==> src/rtl/fcmp_arb_pkg.sv <==
// Shared configuration record, compare-op encodings and response-entry type
// for the two-requester FP compare arbiter (fcmp_arb, fcmp_rspbuf).
package fcmp_arb_pkg;

  typedef struct packed {
    int unsigned FLEN;
    int unsigned XLEN;
    int unsigned FMTBITS;
  } cvw_t;

  localparam int unsigned CVW_FLEN    = 64;
  localparam int unsigned CVW_XLEN    = 64;
  localparam int unsigned CVW_FMTBITS = 2;

  localparam cvw_t CVW_DEFAULT = '{FLEN: CVW_FLEN, XLEN: CVW_XLEN, FMTBITS: CVW_FMTBITS};

  localparam logic [2:0] OP_MIN = 3'd0;
  localparam logic [2:0] OP_MAX = 3'd1;
  localparam logic [2:0] OP_EQ  = 3'd2;
  localparam logic [2:0] OP_LT  = 3'd3;
  localparam logic [2:0] OP_LE  = 3'd4;

  typedef struct packed {
    logic                id;
    logic [CVW_FLEN-1:0] fp_res;
    logic [CVW_XLEN-1:0] int_res;
    logic                nv;
  } rsp_entry_t;

endpackage

==> src/rtl/fcmp_rspbuf.sv <==
// FIFO-ordered response buffer: 2 entries when FCMP_ARB_SKID_EN is defined,
// otherwise a single entry. The head entry is always a register output.
module fcmp_rspbuf
  import fcmp_arb_pkg::*;
(
  input  logic       clk,
  input  logic       reset,
  input  logic       push_i,
  input  logic       pop_i,
  input  rsp_entry_t wr_data_i,
  output logic       full_o,
  output logic       empty_o,
  output rsp_entry_t rd_data_o
);

`ifdef FCMP_ARB_SKID_EN
  logic [1:0] cnt_q, cnt_d;
  rsp_entry_t head_q, head_d;
  rsp_entry_t tail_q, tail_d;
  logic       do_push_s, do_pop_s;

  // Next-state for the two-entry queue; head always holds the oldest entry.
  always_comb begin
    cnt_d     = cnt_q;
    head_d    = head_q;
    tail_d    = tail_q;
    do_push_s = push_i & (cnt_q != 2'd2);
    do_pop_s  = pop_i & (cnt_q != 2'd0);
    case ({do_push_s, do_pop_s})
      2'b10: begin
        if (cnt_q == 2'd0) begin
          head_d = wr_data_i;
        end else begin
          tail_d = wr_data_i;
        end
        cnt_d = cnt_q + 2'd1;
      end
      2'b01: begin
        head_d = (cnt_q == 2'd2) ? tail_q : head_q;
        cnt_d  = cnt_q - 2'd1;
      end
      // push+pop only happens with one entry held, so the new entry becomes head
      2'b11: begin
        head_d = wr_data_i;
        cnt_d  = cnt_q;
      end
      default: begin
        cnt_d = cnt_q;
      end
    endcase
  end

  // Queue state registers.
  always_ff @(posedge clk or posedge reset) begin
    if (reset) begin
      cnt_q  <= 2'd0;
      head_q <= '0;
      tail_q <= '0;
    end else begin
      cnt_q  <= cnt_d;
      head_q <= head_d;
      tail_q <= tail_d;
    end
  end

  assign full_o    = (cnt_q == 2'd2);
  assign empty_o   = (cnt_q == 2'd0);
  assign rd_data_o = head_q;
`else
  logic       valid_q, valid_d;
  rsp_entry_t head_q, head_d;
  logic       do_push_s, do_pop_s;

  // Next-state for the single-entry holding register.
  always_comb begin
    do_push_s = push_i & ~valid_q;
    do_pop_s  = pop_i & valid_q;
    valid_d   = do_push_s | (valid_q & ~do_pop_s);
    head_d    = do_push_s ? wr_data_i : head_q;
  end

  // Holding register state.
  always_ff @(posedge clk or posedge reset) begin
    if (reset) begin
      valid_q <= 1'b0;
      head_q  <= '0;
    end else begin
      valid_q <= valid_d;
      head_q  <= head_d;
    end
  end

  assign full_o    = valid_q;
  assign empty_o   = ~valid_q;
  assign rd_data_o = head_q;
`endif

endmodule

==> src/rtl/fcmp_arb.sv <==
// Two-requester arbiter in front of a shared FP comparator; buffers results
// in fcmp_rspbuf (depth selected by FCMP_ARB_SKID_EN) and keeps NV sticky flags.
module fcmp_arb
  import fcmp_arb_pkg::*;
#(
  parameter cvw_t P = CVW_DEFAULT
) (
  input  logic                      clk,
  input  logic                      reset,
  input  logic [1:0]                ReqValid,
  output logic [1:0]                ReqReady,
  input  logic [1:0][2:0]           ReqOpCtrl,
  input  logic [1:0][P.FMTBITS-1:0] ReqFmt,
  input  logic [1:0][P.FLEN-1:0]    ReqX,
  input  logic [1:0][P.FLEN-1:0]    ReqY,
  output logic [2:0]                CmpOpCtrl,
  output logic [P.FMTBITS-1:0]      CmpFmt,
  output logic [P.FLEN-1:0]         CmpX,
  output logic [P.FLEN-1:0]         CmpY,
  input  logic                      CmpNV,
  input  logic [P.FLEN-1:0]         CmpFpRes,
  input  logic [P.XLEN-1:0]         CmpIntRes,
  output logic                      RspValid,
  input  logic                      RspReady,
  output logic                      RspId,
  output logic [P.FLEN-1:0]         RspFpRes,
  output logic [P.XLEN-1:0]         RspIntRes,
  output logic                      RspNV,
  output logic [1:0]                NVSticky,
  input  logic [1:0]                NVClr
);

  logic                 any_valid_s;
  logic                 gnt_idx_s;
  logic                 buf_full_s, buf_empty_s;
  logic                 push_s, pop_s;
  logic                 pri_q, pri_d;
  logic [1:0]           nv_sticky_q, nv_sticky_d;
  logic [2:0]           op_q, op_d;
  logic [P.FMTBITS-1:0] fmt_q, fmt_d;
  logic [P.FLEN-1:0]    x_q, x_d;
  logic [P.FLEN-1:0]    y_q, y_d;
  rsp_entry_t           rsp_in_s, rsp_head_s;

  // Grant selection: a lone requester wins, a tie goes to the Pri register.
  always_comb begin
    any_valid_s = |ReqValid;
    case (ReqValid)
      2'b01:   gnt_idx_s = 1'b0;
      2'b10:   gnt_idx_s = 1'b1;
      2'b11:   gnt_idx_s = pri_q;
      default: gnt_idx_s = 1'b0;
    endcase
  end

  // ReqReady looks only at occupancy, never at RspReady.
  assign ReqReady = (any_valid_s & ~buf_full_s & ~reset) ? (gnt_idx_s ? 2'b10 : 2'b01) : 2'b00;
  assign push_s   = |(ReqValid & ReqReady);
  assign pop_s    = RspValid & RspReady;

  // Comparator operands follow the granted requester and hold while idle.
  always_comb begin
    op_d  = any_valid_s ? ReqOpCtrl[gnt_idx_s] : op_q;
    fmt_d = any_valid_s ? ReqFmt[gnt_idx_s]    : fmt_q;
    x_d   = any_valid_s ? ReqX[gnt_idx_s]      : x_q;
    y_d   = any_valid_s ? ReqY[gnt_idx_s]      : y_q;
  end

  assign CmpOpCtrl = op_d;
  assign CmpFmt    = fmt_d;
  assign CmpX      = x_d;
  assign CmpY      = y_d;

  // Priority toggle and sticky-flag next state; a set beats a same-cycle clear.
  always_comb begin
    pri_d = push_s ? ~gnt_idx_s : pri_q;
    for (int i = 0; i < 2; i++) begin
      nv_sticky_d[i] = (push_s & (gnt_idx_s == i[0]) & CmpNV) | (nv_sticky_q[i] & ~NVClr[i]);
    end
  end

  // Arbiter state registers.
  always_ff @(posedge clk or posedge reset) begin
    if (reset) begin
      pri_q       <= 1'b0;
      nv_sticky_q <= 2'b00;
      op_q        <= 3'd0;
      fmt_q       <= '0;
      x_q         <= '0;
      y_q         <= '0;
    end else begin
      pri_q       <= pri_d;
      nv_sticky_q <= nv_sticky_d;
      op_q        <= op_d;
      fmt_q       <= fmt_d;
      x_q         <= x_d;
      y_q         <= y_d;
    end
  end

  assign NVSticky = nv_sticky_q;

  // Capture the comparator result for the accepted request.
  always_comb begin
    rsp_in_s         = '0;
    rsp_in_s.id      = gnt_idx_s;
    rsp_in_s.fp_res  = CVW_FLEN'(CmpFpRes);
    rsp_in_s.int_res = CVW_XLEN'(CmpIntRes);
    rsp_in_s.nv      = CmpNV;
  end

  fcmp_rspbuf u_rspbuf (
    .clk       (clk),
    .reset     (reset),
    .push_i    (push_s),
    .pop_i     (pop_s),
    .wr_data_i (rsp_in_s),
    .full_o    (buf_full_s),
    .empty_o   (buf_empty_s),
    .rd_data_o (rsp_head_s)
  );

  assign RspValid  = ~buf_empty_s;
  assign RspId     = rsp_head_s.id;
  assign RspFpRes  = rsp_head_s.fp_res[P.FLEN-1:0];
  assign RspIntRes = rsp_head_s.int_res[P.XLEN-1:0];
  assign RspNV     = rsp_head_s.nv;

endmodule

==> config.mk <==
export PLATFORM = sky130hd
export DESIGN_NAME = fcmp_arb
export DESIGN_NICKNAME = d
export VERILOG_FILES = /design/src/rtl/fcmp_arb_pkg.sv /design/src/rtl/fcmp_rspbuf.sv /design/src/rtl/fcmp_arb.sv
export SDC_FILE = /design/constraint.sdc
export NUM_CORES = 1
export LEC_CHECK = 0
export ABC_AREA = 1
export ABC_CLOCK_PERIOD_IN_PS = 6500
export CORE_AREA = 2 2 259 261
export CTS_BUF_LIST = sky130_fd_sc_hd__clkbuf_4
export DETAILED_ROUTE_END_ITERATION = 6
export DIE_AREA = 0 0 261 263
export PLACE_DENSITY = 0.55
export SLEW_MARGIN = 20
export SYNTH_ARGS = -nofsm -noshare
export SYNTH_HDL_FRONTEND = slang
export SYNTH_HIERARCHICAL = 1
export SYNTH_SLANG_ARGS = --single-unit
export TNS_END_PERCENT = 30
==> constraint.sdc <==
create_clock -name clk -period 6.5 [get_ports clk]
set_input_delay 1.3 -clock clk [delete_from_list [all_inputs] [get_ports clk]]
set_output_delay 1.3 -clock clk [all_outputs]
set_load 0.01 [all_outputs]
# Yosys cells after proc, flatten, opt, wreduce, memory -nomap -nowiden
# Cells that the tools add are included.
# word_totals
ff_bits,267
input_bits,402
out_inout_bits,268
# classes
n_lt_le_gt_ge,1
eq_ne,2
n_mux,15
bitwise_logic,22
reduce_logical,2
# ops
cell,n
two-way mux 64 bit,6
AND 1 bit,12
two-way mux 2 bit,5
two-way mux 3 bit,3
inverter 1 bit,6
"equality test 2 bit, second input constant",2
OR reduction 2 bit,2
bitwise OR 1 bit,3
AND 2 bit,1
"less-than comparator 1 x 2 -> 1 bit, second input constant",1
case mux 1 bit (2 select lines),1

# Depth between registers and ports, before layout
# Gate-level depths: netlist (run 1).
# logic_depth
word_depth,9
depth_mapped,9
depth_no_buf,6

# Hierarchy
# The synthesis (run 1) kept the hierarchy.
# modules_own_cells
mod,n_inst,cells_per_inst,area_per_inst_um2,seq_area_each_um2
fcmp_arb,1,1031,7213.2,3403.3
fcmp_rspbuf,1,568,5187.5,3278.1

# Worst setup path before layout (run 1)
# No wires, ideal clock.
# synth_timing
kind,input-to-output
startpoint,input reset
endpoint,output ReqReady[0]
t_arrival_ps,4893
t_required_ps,5200
setup_slack_ps,307
cell_stages,3
n_path_buf,0
cell_sequence,inv_1 > nand2_1 > nor3_1
# synth_via
elab_chain_len,3
# synth_rtl
item,line,rtl
"start, declared",fcmp_arb.sv:9,"input logic reset,"
inverter 1 bit,fcmp_arb.sv:57,assign ReqReady = (any_valid_s & ~buf_full_s & ~reset) ? (gnt_idx_s ? 2'b10 : 2'b01) : 2'b00;
AND 1 bit,fcmp_arb.sv:57,
two-way mux 2 bit,fcmp_arb.sv:57,
"end, declared",fcmp_arb.sv:11,"output logic [1:0] ReqReady,"
# Every way passes these cells.

# Final worst setup path (run 1)
# layout_timing
startpoint,input ReqValid[0]
endpoint,output CmpY[2]
# layout_via
elab_chain_len,5
# layout_rtl
item,line,rtl
"start, declared",fcmp_arb.sv:10,"input logic [1:0] ReqValid,"
equality test 2 bit,fcmp_arb.sv:48,case (ReqValid)
case mux 1 bit (2 select lines),fcmp_arb.sv:48,
two-way mux 64 bit (not written as such) (2 in series),fcmp_arb.sv:66,y_d = any_valid_s ? ReqY[gnt_idx_s] : y_q;
two-way mux 64 bit *,fcmp_arb.sv:66,
"end, declared",fcmp_arb.sv:19,"output logic [P.FLEN-1:0] CmpY,"
# Mark *: on every way between the ends. The rest lies on a longest branch, timed or not. The select of a mux whose other input is x is not followed.

==> results of run 1 <==
==> cells in the final DEF, fill, tap and decap left out, types with 4 or more instances in the layout <==
cell type / instances
dfrtp_1: 267
inv_1: 139
buf_4: 16
nand3_1: 397
buf_12: 4
nand2_1: 532
clkdlybuf4s50_1: 668
nor2_1: 137
clkinv_1: 16
clkbuf_4: 114
==> sequential cells by signal, indices dropped and copies added, names as in the netlist <==
register,count
NVSticky,2
u_rspbuf/rd_data_o,130
y_q,64
op_q,3
x_q,64
u_rspbuf/full_o,1
fmt_q,2
pri_q,1
==> report_power, final <==
group / switching, mW / internal (mW) / total, mW
clock network: 0.808 / 0.887 / 1.69
logic: 1.51 / 1.43 / 2.94
registers: 0.260 / 2.20 / 2.46
==> layout make-up <==
class	instances	area (sq um)
Timing Repair Buffer	688	6890
Multi-Input combinational cell	1075	4580
Antenna cell	3	7.51
Sequential cell	267	6680
Inverter	142	543
Clock buffer	114	856
Fill cell	6916	44800
Clock inverter	24	168
Tap cell	864	1080
==> worst min-delay path: stages (launching register included) <==
cell and delay, ns:
dfrtp_1 0.34, nand2_1 0.05, nand2_1 0.04
==> per-stage QoR <==
stage,instances,utilization
2_1_floorplan,1599,-
3_3_place_gp,3036,0.301
3_5_place_dp,3036,0.301
4_1_cts,3174,0.317
5_1_grt,3176,0.317
6_report,3177,0.317
==> per-layer routing <==
metal | GRT usage | vias up | part of all wire
met5 | 0 | - | 0
met1 | 0.177 | 6244 | 0.39
met3 | 0.0392 | 121 | 0.081
met2 | 0.251 | 572 | 0.49
met4 | 0.0726 | 0 | 0.038
li1 | - | 6378 | -
==> worst paths after layout <==
path	start	end	cells past startpoint
hold / removal	u_rspbuf/rd_data_o[22]	u_rspbuf/rd_data_o[22]	2
min in group asynchronous	reset	x_q[51]	2
hold reg to reg	u_rspbuf/rd_data_o[22]	u_rspbuf/rd_data_o[22]	2
max in group asynchronous	reset	x_q[49]	4
setup / recovery	ReqValid[0]	CmpY[2]	7
setup reg to reg	u_rspbuf/full_o	u_rspbuf/rd_data_o[62]	7
==> cells by family after synthesis <==
group / count (synthesis) / synth area share
and+or+nand+nor: 1073 / 0.367
buffers and inverters: 257 / 0.0934
DFF: 267 / 0.539
AOI/OAI and AO/OA: 2 / 0.00101
==> results.toml, run 1 <==
[yosys]
avgSynthCellArea_sq_um = 7.76
netlist_instances = 1599
yosysWarnings = 6
synth_commonest_cells = "nand2_1 (532), nand3_1 (397), dfrtp_1 (267)"
seq_area_frac_synth = 0.539
synth_most_common_cell = "nand2_1"
synth_area_sq_um = 12400
synthFlopType = "dfrtp_1"
yosysTopAreaCellShare = 0.539
ys_ff_latch = 267
synth_nets = 2001
synth-async-reset-ratio = 1.00
yosysTopAreaCell = "dfrtp_1"
synth_cell_types = 18
synth.area.top_cells = "dfrtp_1 (54%), nand2_1 (16%), nand3_1 (16%)"
synth_edf_count = 0

[floorplan]
die-width_um = 261
ioPinCount = 670
rows = 94
initial_core_util = 0.189
die_h_um = 263
core-area_sq_um = 65600
dieArea_sq_um = 68600

[setup_path]
worstPathArrival_ns = 3.77
crit_path_start_kind = "primary input"
critical_path_peak_fanout = 49
reg2reg_slack_ns = 3.94
slowest_delay_ns = 0.66
worstPathCellList = "clkdlybuf4s50_1 > nand2_4 > nand2_4 > buf_4 > nand2_1 > nand3_1 > clkdlybuf4s50_1"
worstPathRequired_ns = 5.20
end_kind = "primary output"
crit_type = "primary input to primary output"
path_buf_inv = 3
cp_top_family = "buffers and inverters"
cp_slowest_cell = "clkdlybuf4s50_1"

[timing]
setup-violations-final = 0
fmaxAchievable_mhz = 197
hold_ws_ns = 0.470
worst_pin_slew_ns = 0.982
worst_slack_ns = 1.43
clock_skew_ns = 0.0629
max-slew-margin-rel = 0.345
finalCriticalPeriod_ns = 5.07
finalHoldViolCount = 0
finalSetupTns_ns = 0
rsz0062_at_grt = "no"
finalCritPeriodShare = 0.780
slew_viol_final = 0

[global_route]
grt_max_degree = 135
grt_antenna_before_repair = 2
overflow = 0
grt_pass1_wl_um = 79500
track_usage = 0.150
first_global_vias = 13400

[clock_tree]
clk_pin_slew_ns = 0.06
cts_sinks = 267
clock_latency_ns = 0.83
holdBufCountCts = 0
cts_buffers = 82
cts-root-buf = "clkbuf_4"
htreeDepth = 3
clockBufferDepth = 3
cts_tree = "done"
postCtsSetupRepairBufs = 0
post_cts_resized = 0

[drt]
drc = 0
avgViaCountPerCell = 4.19
ant_nets = 0
wl_per_cell_um = 16.7
wirelength_um = 52900
vias = 13300
dr.pass1.iters = 5
drt_iter0_markers = 907

[job]
maxCapViolations = 0

[layout]
nets = 2658
final_layout_size_suffix_gt1_frac = 0.0649
area_delta_synth_final_pct = 67.7
stdcell_area_sq_um = 20800

[place]
place_ws_ns = 1.42
place_area_sq_um = 19800
gp_congestion = 0.883
dp_hpwl_um = 37600
portBuffers = 669

[pwr]
ir_drop_uv = 166
p_leak_nw = 9.86
power.density_nw_per_um2 = 341
p_total_mw = 7.09

[outcome]
status = "completed"

[worst_hold_path]
hold_class = "flop to flop"
Power figures use the tool's default switching activity.
==> inputs of run 2 (changes only) <==
ABC_CLOCK_PERIOD_IN_PS = 4250   (was 6500)
CORE_AREA = 2 2 257 259   (was 2 2 259 261)
DIE_AREA = 0 0 259 261   (was 0 0 261 263)
PLACE_DENSITY = 0.57   (was 0.55)
clock period = 4.25 ns   (was 6.5 ns; I/O delays follow)
==> results.toml, run 2 (synthesis results as in run 1) <==
[pwr]
p_clk_frac = 0.231
p_leak_nw = 9.92
p_switching_mw = 3.95
power.density_nw_per_um2 = 516
p_sw_frac = 0.365
p_comb_frac = 0.422
ir_drop_uv = 190
p_seq_frac = 0.348
p_total_mw = 10.8
p_int_mw = 6.88

[place]
gp_congestion = 0.904
dp_hpwl_um = 38500
dp_cells = 3047
portBuffers = 669

[clock_tree]
cts_buffers = 83
cts_tree = "done"
htreeDepth = 3
post_cts_resized = 0
clock_latency_ns = 0.81
clockBufferDepth = 3
holdBufCountCts = 0
cts_sinks = 267
postCtsSetupRepairBufs = 0
cts-root-buf = "clkbuf_4"
clk_pin_slew_ns = 0.06

[layout]
fillCellCount = 6843
fin_cells = 3191
final_common_cell = "clkdlybuf4s50_1"
largest_reg_flops = 130
post-route-util = 0.322
layout_common_cells = "clkdlybuf4s50_1 (668), nand2_1 (532), nand3_1 (397)"
area_delta_synth_final_pct = 69.0
final_layout_size_suffix_gt1_frac = 0.0712
nets = 2670

[timing]
finalCritPeriodShare = 0.914
worst_pin_slew_ns = 1.00
finalCriticalPeriod_ns = 3.88
clock_skew_ns = 0.0616
hold_ws_ns = 0.468
slew_viol_final = 0
fmaxAchievable_mhz = 257
finalHoldViolCount = 0
max-slew-margin-rel = 0.330
setup-violations-final = 0
rsz0062_at_grt = "no"

[worst_hold_path]
hold_class = "flop to flop"
holdCritStartpoint = "u_rspbuf/rd_data_o[87]"

[global_route]
first_global_vias = 13500
grt_antenna_before_repair = 7
use_met3 = 0.0508
grt_pass1_wl_um = 78400
overflow = 0
grt_max_degree = 137
gr-max-usage-layer = "met2"
met2_usage = 0.247
track_usage = 0.149
grtUsageMet1 = 0.173

[drt]
drt_iter0_markers = 830
wirelength_um = 53000
wl_per_cell_um = 16.6
dr.pass1.iters = 5
avgViaCountPerCell = 4.17
drc = 0
ant_nets = 0
vias = 13300

[setup_path]
crit_path_start_kind = "primary input"
worstPathArrival_ns = 3.03
reg2reg_slack_ns = 1.98
crit_start = "ReqValid[0]"
worstPathRequired_ns = 3.40
r2r-start = "u_rspbuf/full_o"
crit_type = "primary input to primary output"
end_kind = "primary output"
critical_path_peak_fanout = 83

[floorplan]
die-width_um = 259
dieArea_sq_um = 67600
die_h_um = 261
ioPinCount = 670
initial_core_util = 0.191
rows = 94
core-area_sq_um = 65000

[outcome]
status = "completed"

[job]
maxCapViolations = 0
[run 2: changes by cell type in the layout (fill, tap and decap cells not counted), sizes merged]
cell      change
clkinvlp      +2
diode         +6
clkinv        -8
bufinv        -2
clkbuf        +6
buf          +11
inv           -1
[run 2: final cells by class]
type                    instances  area [sq um]  area share
well taps                     864          1080      0.0516
clock inverters                15          82.6     0.00394
clock buffers                 120           901      0.0430
inverters                     142           542      0.0259
diodes                          9          22.5     0.00107
repair buffers                699          7070       0.337
multi-input cells            1075          4580       0.218
flip-flops and latches        267          6680       0.319
[run 2: final timing paths]
check                                     endpoint  cells past startpoint
max in group asynchronous                   y_q[2]                      3
max                                       CmpX[51]                      6
min                         u_rspbuf/rd_data_o[87]                      2
min in group asynchronous  u_rspbuf/rd_data_o[102]                      2
max reg2reg                 u_rspbuf/rd_data_o[14]                      5
min reg2reg                 u_rspbuf/rd_data_o[87]                      2
[run 2: power groups by stage]
| stage | Sequential [mW] | Combinational [mW] | Clock (mW) |
|---|---|---|---|
| 6_report | 3.76 | 4.56 | 2.50 |
| 5_1_grt | 3.86 | 4.94 | 2.78 |
| 4_1_cts | 3.76 | 4.62 | 2.63 |
| 3_5_place_dp | 3.80 | 4.61 | 0 |
| 3_3_place_gp | 3.77 | 4.57 | 0 |
| 2_1_floorplan | 4.01 | 1.67 | 0 |
[run 2: critical path, stage by stage]
cell and delay [ns]:
clkdlybuf4s50_1 0.56, nor2_4 0.38, buf_12 0.34, nand2_1 0.09, nand3_1 0.15, clkdlybuf4s50_1 0.56
[run 2: through the flow]
step / area, sq um / TNS (ns) / setup slack (ns)
2_1_floorplan: 12400 / -12.80 / -0.0977
3_3_place_gp: 20000 / 0 / 0.412
3_5_place_dp: 20000 / 0 / 0.373
4_1_cts: 20900 / 0 / 0.364
5_1_grt: 21000 / 0 / 0.277
6_report: 21000 / 0 / 0.366
[run 2: layer usage]
layer,wire length (um),part of all wire
met5,44,0.00083
met2,25700,0.49
met4,1860,0.035
met1,20900,0.39
met3,4500,0.085
